$ cat config.mk
export PLATFORM = sky130hd
export DESIGN_NAME = draw_card_flat
export DESIGN_NICKNAME = d
export VERILOG_FILES = /design/src/rtl/draw_card_if.sv /design/src/rtl/draw_card.sv /design/src/flat_wrapper.sv
export SDC_FILE = /design/constraint.sdc
export NUM_CORES = 1
export LEC_CHECK = 0
export BUFFER_PORTS_ARGS = -buffer_cell sky130_fd_sc_hd__buf_2
export CORE_MARGIN = 4
export CORE_UTILIZATION = 57
export DETAILED_ROUTE_END_ITERATION = 8
export PLACE_DENSITY = 0.81
export SLEW_MARGIN = 20
export SYNTH_ARGS = -nofsm -noshare
export SYNTH_HDL_FRONTEND = slang
export SYNTH_SLANG_ARGS = --single-unit
$ cat constraint.sdc
create_clock -name pclk -period 7.85 [get_ports pclk]
set_clock_uncertainty 0.2 [all_clocks]
set_input_delay 1.1775 -clock pclk [delete_from_list [all_inputs] [get_ports pclk]]
set_output_delay 1.1775 -clock pclk [all_outputs]
set_load 0.1 [all_outputs]
$ cat src/rtl/draw_card_if.sv
// VGA + image-ROM bus for the card renderer.
// master: vga_in/rgb_pixel in, vga_out/pixel_address out.
`ifndef VGA_BUS_SIZE
`define VGA_BUS_SIZE 38
`endif

interface draw_card_if #(
  parameter int AW = 16
);
  logic [`VGA_BUS_SIZE-1:0] vga_in;
  logic [`VGA_BUS_SIZE-1:0] vga_out;
  logic [11:0]              rgb_pixel;
  logic [AW-1:0]            pixel_address;

  modport master (
    input  vga_in,
    input  rgb_pixel,
    output vga_out,
    output pixel_address
  );

  modport slave (
    output vga_in,
    output rgb_pixel,
    input  vga_out,
    input  pixel_address
  );
endinterface

$ cat src/rtl/draw_card.sv
// Card overlay on the VGA bus with frame-paced flip animation.
// Ports: pclk/rst, enable/x_pos/y_pos/flip in, busy/face_up out, bus (VGA+ROM).
`ifndef VGA_BUS_SIZE
`define VGA_BUS_SIZE 38
`endif

module draw_card #(
  parameter int          WIDTH       = 200,
  parameter int          HEIGHT      = 112,
  parameter int          ADDR_X_BITS = 8,
  parameter int          ADDR_Y_BITS = 8,
  parameter int          ROM_LAT     = 2,
  parameter int          STEP        = 4,
  parameter int          KEY_EN      = 1,
  parameter logic [11:0] KEY_COLOR   = 12'hF0F,
  parameter logic [11:0] BACK_COLOR  = 12'h0AA
) (
  input  logic         pclk,
  input  logic         rst,
  input  logic         enable,
  input  logic [10:0]  x_pos,
  input  logic [10:0]  y_pos,
  input  logic         flip,
  output logic         busy,
  output logic         face_up,
  draw_card_if.master  bus
);

  localparam int VB = `VGA_BUS_SIZE;
  localparam int AW = ADDR_Y_BITS + ADDR_X_BITS;
  localparam logic [11:0] HALF = 12'(WIDTH / 2);
  localparam logic [11:0] W12  = 12'(WIDTH);
  localparam logic [11:0] H12  = 12'(HEIGHT);
  localparam logic [11:0] S12  = 12'(STEP);

  typedef enum logic [1:0] {
    IDLE, SHRINK, EXPAND
  } state_t;

  state_t state_q, state_d;
  logic [11:0] off_q, off_d;
  logic busy_q, busy_d;
  logic face_q, face_d;
  logic vblnk_q;
  logic en_s_q, en_s_d;
  logic [10:0] xs_q, xs_d, ys_q, ys_d;
  logic [AW-1:0] addr_q, addr_d;
  logic [VB-1:0] vga_out_q, vga_out_d;

  logic [VB-1:0] vga_p_q [ROM_LAT];
  logic [VB-1:0] vga_p_d [ROM_LAT];
  logic          win_p_q [ROM_LAT];
  logic          win_p_d [ROM_LAT];
  logic          fu_p_q  [ROM_LAT];
  logic          fu_p_d  [ROM_LAT];

  logic tick, in_win;
  logic [11:0] h12, v12, xs12, ys12;
  logic [ADDR_X_BITS-1:0] dx;
  logic [ADDR_Y_BITS-1:0] dy;
  logic [VB-1:0] last;
  logic [11:0] rgb_sel;

  assign h12  = {1'b0, bus.vga_in[37:27]};
  assign v12  = {1'b0, bus.vga_in[26:16]};
  assign xs12 = {1'b0, xs_q};
  assign ys12 = {1'b0, ys_q};
  assign tick = bus.vga_in[12] & ~vblnk_q;

  // Shadow registers only move on the frame tick, so a frame never tears.
  always_comb begin
    en_s_d = en_s_q;
    xs_d   = xs_q;
    ys_d   = ys_q;
    if (tick) begin
      en_s_d = enable;
      xs_d   = x_pos;
      ys_d   = y_pos;
    end
  end

  assign in_win = en_s_q
               && (h12 >= xs12 + off_q)
               && (h12 <  xs12 + W12 - off_q)
               && (v12 >= ys12)
               && (v12 <  ys12 + H12);

  assign dx = ADDR_X_BITS'(h12 - xs12);
  assign dy = ADDR_Y_BITS'(v12 - ys12);

  always_comb begin
    addr_d = '0;
    if (in_win && face_q) addr_d = {dy, dx};
  end

  // Bus and window flag ride along until the ROM data arrives.
  always_comb begin
    vga_p_d[0] = bus.vga_in;
    win_p_d[0] = in_win;
    fu_p_d[0]  = face_q;
    for (int i = 1; i < ROM_LAT; i++) begin
      vga_p_d[i] = vga_p_q[i-1];
      win_p_d[i] = win_p_q[i-1];
      fu_p_d[i]  = fu_p_q[i-1];
    end
  end

  assign last = vga_p_q[ROM_LAT-1];

  always_comb begin
    rgb_sel = last[11:0];
    if (win_p_q[ROM_LAT-1]) begin
      if (!fu_p_q[ROM_LAT-1])
        rgb_sel = BACK_COLOR;
      else if ((KEY_EN != 0) && (bus.rgb_pixel == KEY_COLOR))
        rgb_sel = last[11:0];
      else
        rgb_sel = bus.rgb_pixel;
    end
    vga_out_d = {last[VB-1:12], rgb_sel};
  end

  always_comb begin
    state_d = state_q;
    off_d   = off_q;
    busy_d  = busy_q;
    face_d  = face_q;
    unique case (state_q)
      IDLE: begin
        if (flip) begin
          state_d = SHRINK;
          busy_d  = 1'b1;
        end
      end
      SHRINK: begin
        if (tick) begin
          if (off_q + S12 >= HALF) begin
            off_d   = HALF;
            face_d  = ~face_q;
            state_d = EXPAND;
          end else begin
            off_d = off_q + S12;
          end
        end
      end
      EXPAND: begin
        if (tick) begin
          if (off_q <= S12) begin
            off_d   = '0;
            state_d = IDLE;
            busy_d  = 1'b0;
          end else begin
            off_d = off_q - S12;
          end
        end
      end
      default: state_d = IDLE;
    endcase
  end

  always_ff @(posedge pclk or posedge rst) begin
    if (rst) begin
      state_q   <= IDLE;
      off_q     <= '0;
      busy_q    <= 1'b0;
      face_q    <= 1'b0;
      vblnk_q   <= 1'b0;
      en_s_q    <= 1'b0;
      xs_q      <= '0;
      ys_q      <= '0;
      addr_q    <= '0;
      vga_out_q <= '0;
      for (int i = 0; i < ROM_LAT; i++) begin
        vga_p_q[i] <= '0;
        win_p_q[i] <= 1'b0;
        fu_p_q[i]  <= 1'b0;
      end
    end else begin
      state_q   <= state_d;
      off_q     <= off_d;
      busy_q    <= busy_d;
      face_q    <= face_d;
      vblnk_q   <= bus.vga_in[12];
      en_s_q    <= en_s_d;
      xs_q      <= xs_d;
      ys_q      <= ys_d;
      addr_q    <= addr_d;
      vga_out_q <= vga_out_d;
      for (int i = 0; i < ROM_LAT; i++) begin
        vga_p_q[i] <= vga_p_d[i];
        win_p_q[i] <= win_p_d[i];
        fu_p_q[i]  <= fu_p_d[i];
      end
    end
  end

  assign busy              = busy_q;
  assign face_up           = face_q;
  assign bus.pixel_address = addr_q;
  assign bus.vga_out       = vga_out_q;

endmodule

$ cat src/flat_wrapper.sv
// flat-port wrapper written by rule: the top's interface ports become plain ports
module draw_card_flat 
#(
  parameter int          WIDTH       = 200,
  parameter int          HEIGHT      = 112,
  parameter int          ADDR_X_BITS = 8,
  parameter int          ADDR_Y_BITS = 8,
  parameter int          ROM_LAT     = 2,
  parameter int          STEP        = 4,
  parameter int          KEY_EN      = 1,
  parameter logic [11:0] KEY_COLOR   = 12'hF0F,
  parameter logic [11:0] BACK_COLOR  = 12'h0AA
)
  (pclk, rst, enable, x_pos, y_pos, flip, busy, face_up, bus_vga_in, bus_rgb_pixel, bus_vga_out, bus_pixel_address);
  draw_card_if #(.AW(16)) bus_i ();
  input  logic pclk;
  input  logic rst;
  input  logic enable;
  input  logic [10:0] x_pos;
  input  logic [10:0] y_pos;
  input  logic flip;
  output logic busy;
  output logic face_up;
  input wire logic [$bits(bus_i.vga_in)-1:0] bus_vga_in;
  input wire logic [$bits(bus_i.rgb_pixel)-1:0] bus_rgb_pixel;
  output wire logic [$bits(bus_i.vga_out)-1:0] bus_vga_out;
  output wire logic [$bits(bus_i.pixel_address)-1:0] bus_pixel_address;
  assign bus_i.vga_in = bus_vga_in;
  assign bus_i.rgb_pixel = bus_rgb_pixel;
  assign bus_vga_out = bus_i.vga_out;
  assign bus_pixel_address = bus_i.pixel_address;
  draw_card #(.WIDTH(WIDTH), .HEIGHT(HEIGHT), .ADDR_X_BITS(ADDR_X_BITS), .ADDR_Y_BITS(ADDR_Y_BITS), .ROM_LAT(ROM_LAT), .STEP(STEP), .KEY_EN(KEY_EN), .KEY_COLOR(KEY_COLOR), .BACK_COLOR(BACK_COLOR)) u_core (.pclk(pclk), .rst(rst), .enable(enable), .x_pos(x_pos), .y_pos(y_pos), .flip(flip), .busy(busy), .face_up(face_up), .bus(bus_i));
endmodule
==> results.json, run 1 <==
{
  "fmax_mhz": 229,
  "min_from": "u_core.vga_p_d[6]",
  "routabilityCongestion": 0.887,
  "fin_crit_ns": 4.38,
  "grt_pass1_vias": 5986,
  "ys_types": 69,
  "synthMostInstantiatedCell": "dfrtp_1",
  "setup_viol": 0,
  "place_area_mm2": 0.00877,
  "r2r_cells": 15,
  "drive_gt1_share_pct": 22.7,
  "synthFlopType": "dfrtp_1",
  "area_delta_synth_final_pct": 17.2,
  "clk_latency_ns": 0.43,
  "worst_slack_ns": 3.47,
  "min_period_over_period_pct": 55.7,
  "final_nets": 985,
  "drc": 0,
  "cp-end-kind": "flop",
  "worstHoldEndpoint": "u_core.last[6]",
  "crit_type": "reg -> reg",
  "fin_total_pwr_mw": 2.87,
  "tns_ns": 0,
  "critPathMaxFanout": 17,
  "synthTopCellsByCount": "dfrtp_1, ha_1, nand2_1, inv_1, o21ai_0",
  "regToRegSetupSlack_ns": 3.47,
  "grt_antenna_before_repair": 0,
  "path_clk_slew_ns": 0.07,
  "slew_headroom_pct": 31.2,
  "synth_warnings": 0,
  "numCtsBuffers": 17,
  "coreArea_mm2": 0.0135,
  "dr.first_iter.drc_count": 384,
  "synth_top_area_share_pct": 53.7,
  "ant_nets": 0,
  "drt-total-wl_mm": 17.2,
  "grt_pass1_wl_mm": 29.0,
  "hold_depth": 0,
  "hold_viol_final": 0,
  "synthesis.area_mm2": 0.00797,
  "grt_use_total_pct": 22.7,
  "rows": 42,
  "rsz0062_at_grt": "false",
  "async_flop_share_pct": 100,
  "synth_edf_count": 0,
  "wl_per_cell_um": 16.9,
  "startpoint": "u_core.off_q[2]",
  "dr_total_vias": 5658,
  "final_max_slew_viol_count": 0,
  "initial_core_util_pct": 59.2,
  "synth_area_leaders": "dfrtp_1, ha_1, nand2_1, o21ai_0, xnor2_1",
  "htree_levels": 4,
  "die_h_um": 126,
  "crit_required_ns": 7.95,
  "grt.overflow.total": 0,
  "io_pins": 132,
  "cellPowerDensity_mw_per_mm2": 307,
  "portBuffers": 131,
  "first_pass_iters": 5,
  "fin_area_mm2": 0.00934,
  "diodes": 0,
  "drv_cap": 0,
  "synth.yosys.seq_area_share_pct": 53.7,
  "ir_worst_vdd_mv": 0.225,
  "crit_arrival_ns": 4.48,
  "status": "finished, final reports clean",
  "cts_resized": 0,
  "tightest_slew_ns": 1.03,
  "syn_avg_cell_area_um2": 11.4,
  "power.leakage_nw": 4.53,
  "fin_util_pct": 69.4,
  "startpoint_type": "flop",
  "preCtsSetupSlack_ns": 3.53,
  "hold_class": "reg -> reg",
  "cts_hold_buf": 0,
  "clock_sinks": 171,
  "grt_max_degree": 106,
  "yosys.area.top_type": "dfrtp_1",
  "yosys_register_bits": 171,
  "clock-root-buffer": "clkbuf_16",
  "synth_cells": 697,
  "clock_path_buffers": 2,
  "dpl.hpwl_mm": 12.5,
  "syn_nets": 854,
  "post_cts_buffers": 0,
  "r2r_end": "u_core.bus.pixel_address[0]",
  "vias_per_cell": 5.56,
  "die-area_mm2": 0.0159,
  "cts_tree": "yes",
  "rr_startpoint": "u_core.off_q[2]",
  "die-width_um": 126
}
[per-stage QoR]
stage / hold WS [ns] / instances
after floorplan: 0.131 / 697
after global placement: 0.131 / 985
after detailed placement: 0.135 / 985
after CTS: 0.144 / 1017
after global routing: 0.140 / 1017
final: 0.140 / 1017
[final cells by class]
type                            instances  area [µm²]
Sequential cell                       171        4280
Fill cell                             987        4110
Multi-Input combinational cell        458        3430
Timing Repair Buffer                  133         671
Clock buffer                           19         433
Tap cell                              176         220
Inverter                               47         181
Clock inverter                         13         133
[power breakdown]
| group | switching [mW] | total, mW | internal [mW] |
|---|---|---|---|
| registers | 0.0879 | 1.05 | 0.961 |
| logic | 0.660 | 1.02 | 0.363 |
| clock network | 0.353 | 0.797 | 0.445 |
[worst max-delay path, cell delays in order, from the launching register on]
cell and delay [ns]:
dfrtp_1 0.52, inv_1 0.15, ha_1 0.36, ha_1 0.30, a21oi_1 0.07, maj3_1 0.39, o2bb2a_1 0.32, nand2_1 0.09
a31o_2 0.15, a21oi_1 0.07, xor2_1 0.15, ha_1 0.20, a2111oi_0 0.45, a21o_1 0.19, o21ai_2 0.25, nor4b_1 0.39
[worst max path at each step]
stage,cells past startpoint,endpoint,slack (ns)
after floorplan,1,u_core.bus.pixel_address[0],1.84
after global placement,15,u_core.bus.pixel_address[6],3.77
after detailed placement,15,u_core.bus.pixel_address[7],3.53
after CTS,15,u_core.bus.pixel_address[6],3.52
after global routing,15,u_core.bus.pixel_address[6],2.99
final,15,u_core.bus.pixel_address[0],3.47
[layout by cell type (no fill, tap or decap), types with 4 or more instances in the layout]
cell type / count
o211ai_1: 4
nor4b_1: 7
xnor2_1: 23
xor2_1: 14
nand2b_1: 13
nand4_1: 10
clkbuf_16: 17
a21oi_1: 30
o31ai_1: 4
ha_1: 78
dfrtp_1: 171
nor2_1: 32
nand2_1: 68
inv_1: 46
nor3_2: 9
a22o_1: 4
nor3_1: 12
nor2b_1: 10
o21bai_1: 5
inv_6: 5
a21o_1: 7
o21a_1: 4
mux2i_1: 7
o21ai_0: 42
nand3_1: 12
buf_2: 131
[state kept, by name, indices dropped and copies added, names as in the netlist]
signal	count
u_core.bus.pixel_address	16
u_core.bus.vga_out	38
u_core.busy	1
u_core.en_s_q	1
u_core.face_up	1
u_core.fu_p_d	1
u_core.fu_p_q	1
u_core.last	38
u_core.off_q	10
u_core.state_q	2
u_core.vga_p_d	38
u_core.win_p_d	1
u_core.win_p_q	1
u_core.xs_q	11
u_core.ys_q	11
[logic make-up (layout without fill, tap and decap cells)]
| kind of cell | Yosys count | after routing | share of synthesized area (%) |
|---|---|---|---|
| AND/OR/NAND/NOR | 190 | 190 | 12.3 |
| flip-flops | 171 | 171 | 53.7 |
| AO/OA/AOI/OAI | 139 | 139 | 12.1 |
| adder cells (fa/ha/maj) | 82 | 82 | 13.1 |
| buffers and inverters | 68 | 212 | 3.45 |
| XOR/XNOR | 38 | 38 | 4.27 |
| multiplexers | 8 | 8 | 1.02 |
| other | 1 | 1 | 0.0471 |
[metal layers]
metal,share of wire (%),vias to the layer above,GRT usage (%)
li1,-,2675,-
met1,41,2742,28.5
met2,51,214,38.8
met3,5.9,27,4.61
met4,2.0,0,8.90
met5,0,-,0
Power figures use the tool's default switching activity.
==> run 2: changes to the inputs <==
--- a/config.mk
+++ b/config.mk
@@ -7,9 +7,9 @@
 export LEC_CHECK = 0
 export BUFFER_PORTS_ARGS = -buffer_cell sky130_fd_sc_hd__buf_2
 export CORE_MARGIN = 4
-export CORE_UTILIZATION = 57
+export CORE_UTILIZATION = 51
 export DETAILED_ROUTE_END_ITERATION = 8
-export PLACE_DENSITY = 0.81
+export PLACE_DENSITY = 0.76
 export SLEW_MARGIN = 20
 export SYNTH_ARGS = -nofsm -noshare
 export SYNTH_HDL_FRONTEND = slang
==> constraint.sdc (replaced) <==
create_clock -name pclk -period 3.5 [get_ports pclk]
set_clock_uncertainty 0.2 [all_clocks]
set_input_delay 0.525 -clock pclk [delete_from_list [all_inputs] [get_ports pclk]]
set_output_delay 0.525 -clock pclk [all_outputs]
set_load 0.1 [all_outputs]
==> results.json, run 2 (synthesized netlist as in run 1, its figures left out) <==
{
  "numCtsBuffers": 17,
  "grt-busiest-layer": "met2",
  "whs_ns": 0.0152,
  "htree_levels": 4,
  "power.leakage_nw": 4.78,
  "portBuffers": 131,
  "final_max_slew_viol_count": 0,
  "routabilityCongestion": 0.925,
  "gr-usage-met1_pct": 25.9,
  "gr-usage-met3_pct": 3.84,
  "hold_class": "in -> async",
  "min_period_over_period_pct": 104,
  "initial_core_util_pct": 52.2,
  "endpoint": "u_core.bus.pixel_address[8]",
  "gr-usage-met2_pct": 33.7,
  "clock-root-buffer": "clkbuf_16",
  "dr_total_vias": 5730,
  "regToRegSetupSlack_ns": -0.14,
  "vias_per_cell": 5.25,
  "slew_headroom_pct": 48.8,
  "die-area_mm2": 0.0177,
  "path_clk_slew_ns": 0.07,
  "tightest_slew_ns": 0.760,
  "rr_startpoint": "u_core.xs_q[5]",
  "final_nets": 1025,
  "grt_max_degree": 72,
  "grt_pass1_vias": 5877,
  "drc": 0,
  "fmax_mhz": 275,
  "clock_sinks": 171,
  "critPathMaxFanout": 5,
  "clk_latency_ns": 0.42,
  "cts_tree": "yes",
  "die-width_um": 133,
  "clock_path_buffers": 2,
  "drive_gt1_share_pct": 28.6,
  "fin_crit_ns": 3.64,
  "dr.first_iter.drc_count": 305,
  "status": "finished, violations left",
  "crit_arrival_ns": 3.76,
  "violations": "negative setup slack",
  "grt_pass1_wl_mm": 28.4,
  "crit_type": "reg -> reg",
  "coreArea_mm2": 0.0153,
  "ant_nets": 0,
  "crit_required_ns": 3.62,
  "grt_antenna_before_repair": 0,
  "wl_per_cell_um": 16.0,
  "diodes": 0,
  "dpl.hpwl_mm": 12.1,
  "startpoint_type": "flop",
  "cp-end-kind": "flop",
  "final_cell_mix": "dfrtp_1, buf_2, ha_1",
  "r2r_cells": 14,
  "io_pins": 132,
  "drv_cap": 0,
  "hold_viol_final": 0,
  "setup_viol": 17,
  "ir_worst_vdd_mv": 0.460,
  "area_delta_synth_final_pct": 25.7,
  "drt-total-wl_mm": 17.4,
  "grt_use_total_pct": 20.1,
  "rsz0062_at_grt": "true",
  "final_common_cell": "dfrtp_1",
  "cellPowerDensity_mw_per_mm2": 688,
  "grt.overflow.total": 0,
  "nFillCells": 1133,
  "die_h_um": 133,
  "rows": 45,
  "worst_slack_ns": -0.138,
  "first_pass_iters": 5,
  "startpoint": "u_core.xs_q[5]",
  "r2r_end": "u_core.bus.pixel_address[8]",
  "fin_total_pwr_mw": 6.89
}
run 2: area by class of cell:
type | count | area [µm²] | area share (%)
flip-flops and latches | 171 | 4280 | 42.7
well taps | 211 | 264 | 2.64
clock inverters | 13 | 159 | 1.59
clock buffers | 18 | 439 | 4.39
repair buffers | 173 | 1050 | 10.5
inverters | 47 | 180 | 1.80
multi-input cells | 458 | 3640 | 36.4
run 2: power breakdown:
group / total (mW) / leakage (nW) / switching [mW] / internal [mW]
clock network: 1.89 / 0.293 / 0.801 / 1.09
logic: 2.74 / 2.43 / 1.67 / 1.06
registers: 2.26 / 2.06 / 0.103 / 2.16
total: 6.89 / 4.78 / 2.58 / 4.31
run 2: per-layer routing:
metal	vias up	wire (µm)
met4	0	412
met1	2752	7490
li1	2759	-
met5	-	0
met2	188	8640
met3	31	904
run 2: timing repair:
item,CTS,global route
pin swaps,5,10
gates resized for setup,21,20
hold buffers,11,1
setup endpoints to repair,17,17
gates cloned,2,0
setup buffers,3,0
endpoints found under the hold margin,11,1
run 2: critical path: stages, from the launching register on:
cell and delay (ns):
dfrtp_1 0.45, ha_4 0.28, or3_4 0.39, o211ai_4 0.21, a21oi_2 0.09, o21bai_1 0.21, a21oi_1 0.11, xnor2_1 0.18
ha_2 0.21, a2111oi_2 0.05, o211a_1 0.17, a2111oi_4 0.40, o21ai_4 0.16, buf_12 0.17, nor4b_2 0.24
run 2: how the worst min path moves through the flow:
stage | depth (start not counted) | startpoint | slack (ns) | to
floorplan | 0 | u_core.last[12] | 0.13 | u_core.bus.vga_out[12]
global placement | 0 | u_core.vga_p_d[23] | 0.13 | u_core.last[23]
detailed placement | 0 | u_core.last[20] | 0.13 | u_core.bus.vga_out[20]
CTS | 1 | bus_vga_in[1] | 0.001 | u_core.vga_p_d[1]
global route | 1 | bus_vga_in[15] | 0.0005 | u_core.vga_p_d[15]
finish | 2 | rst | 0.02 | u_core.bus.vga_out[24]
run 2: stage by stage:
step	setup TNS, ns	instance area, µm²	std cells	utilization [%]	setup WS, ns
after floorplan	0	8000	697	-	0.0113
after global placement	-0.942	9030	1044	59.2	-0.104
after detailed placement	-2.49	9030	1044	59.2	-0.205
after CTS	-1.51	9920	1091	65.0	-0.132
after global routing	-3.95	10000	1091	65.6	-0.296
final	-1.53	10000	1091	65.6	-0.138
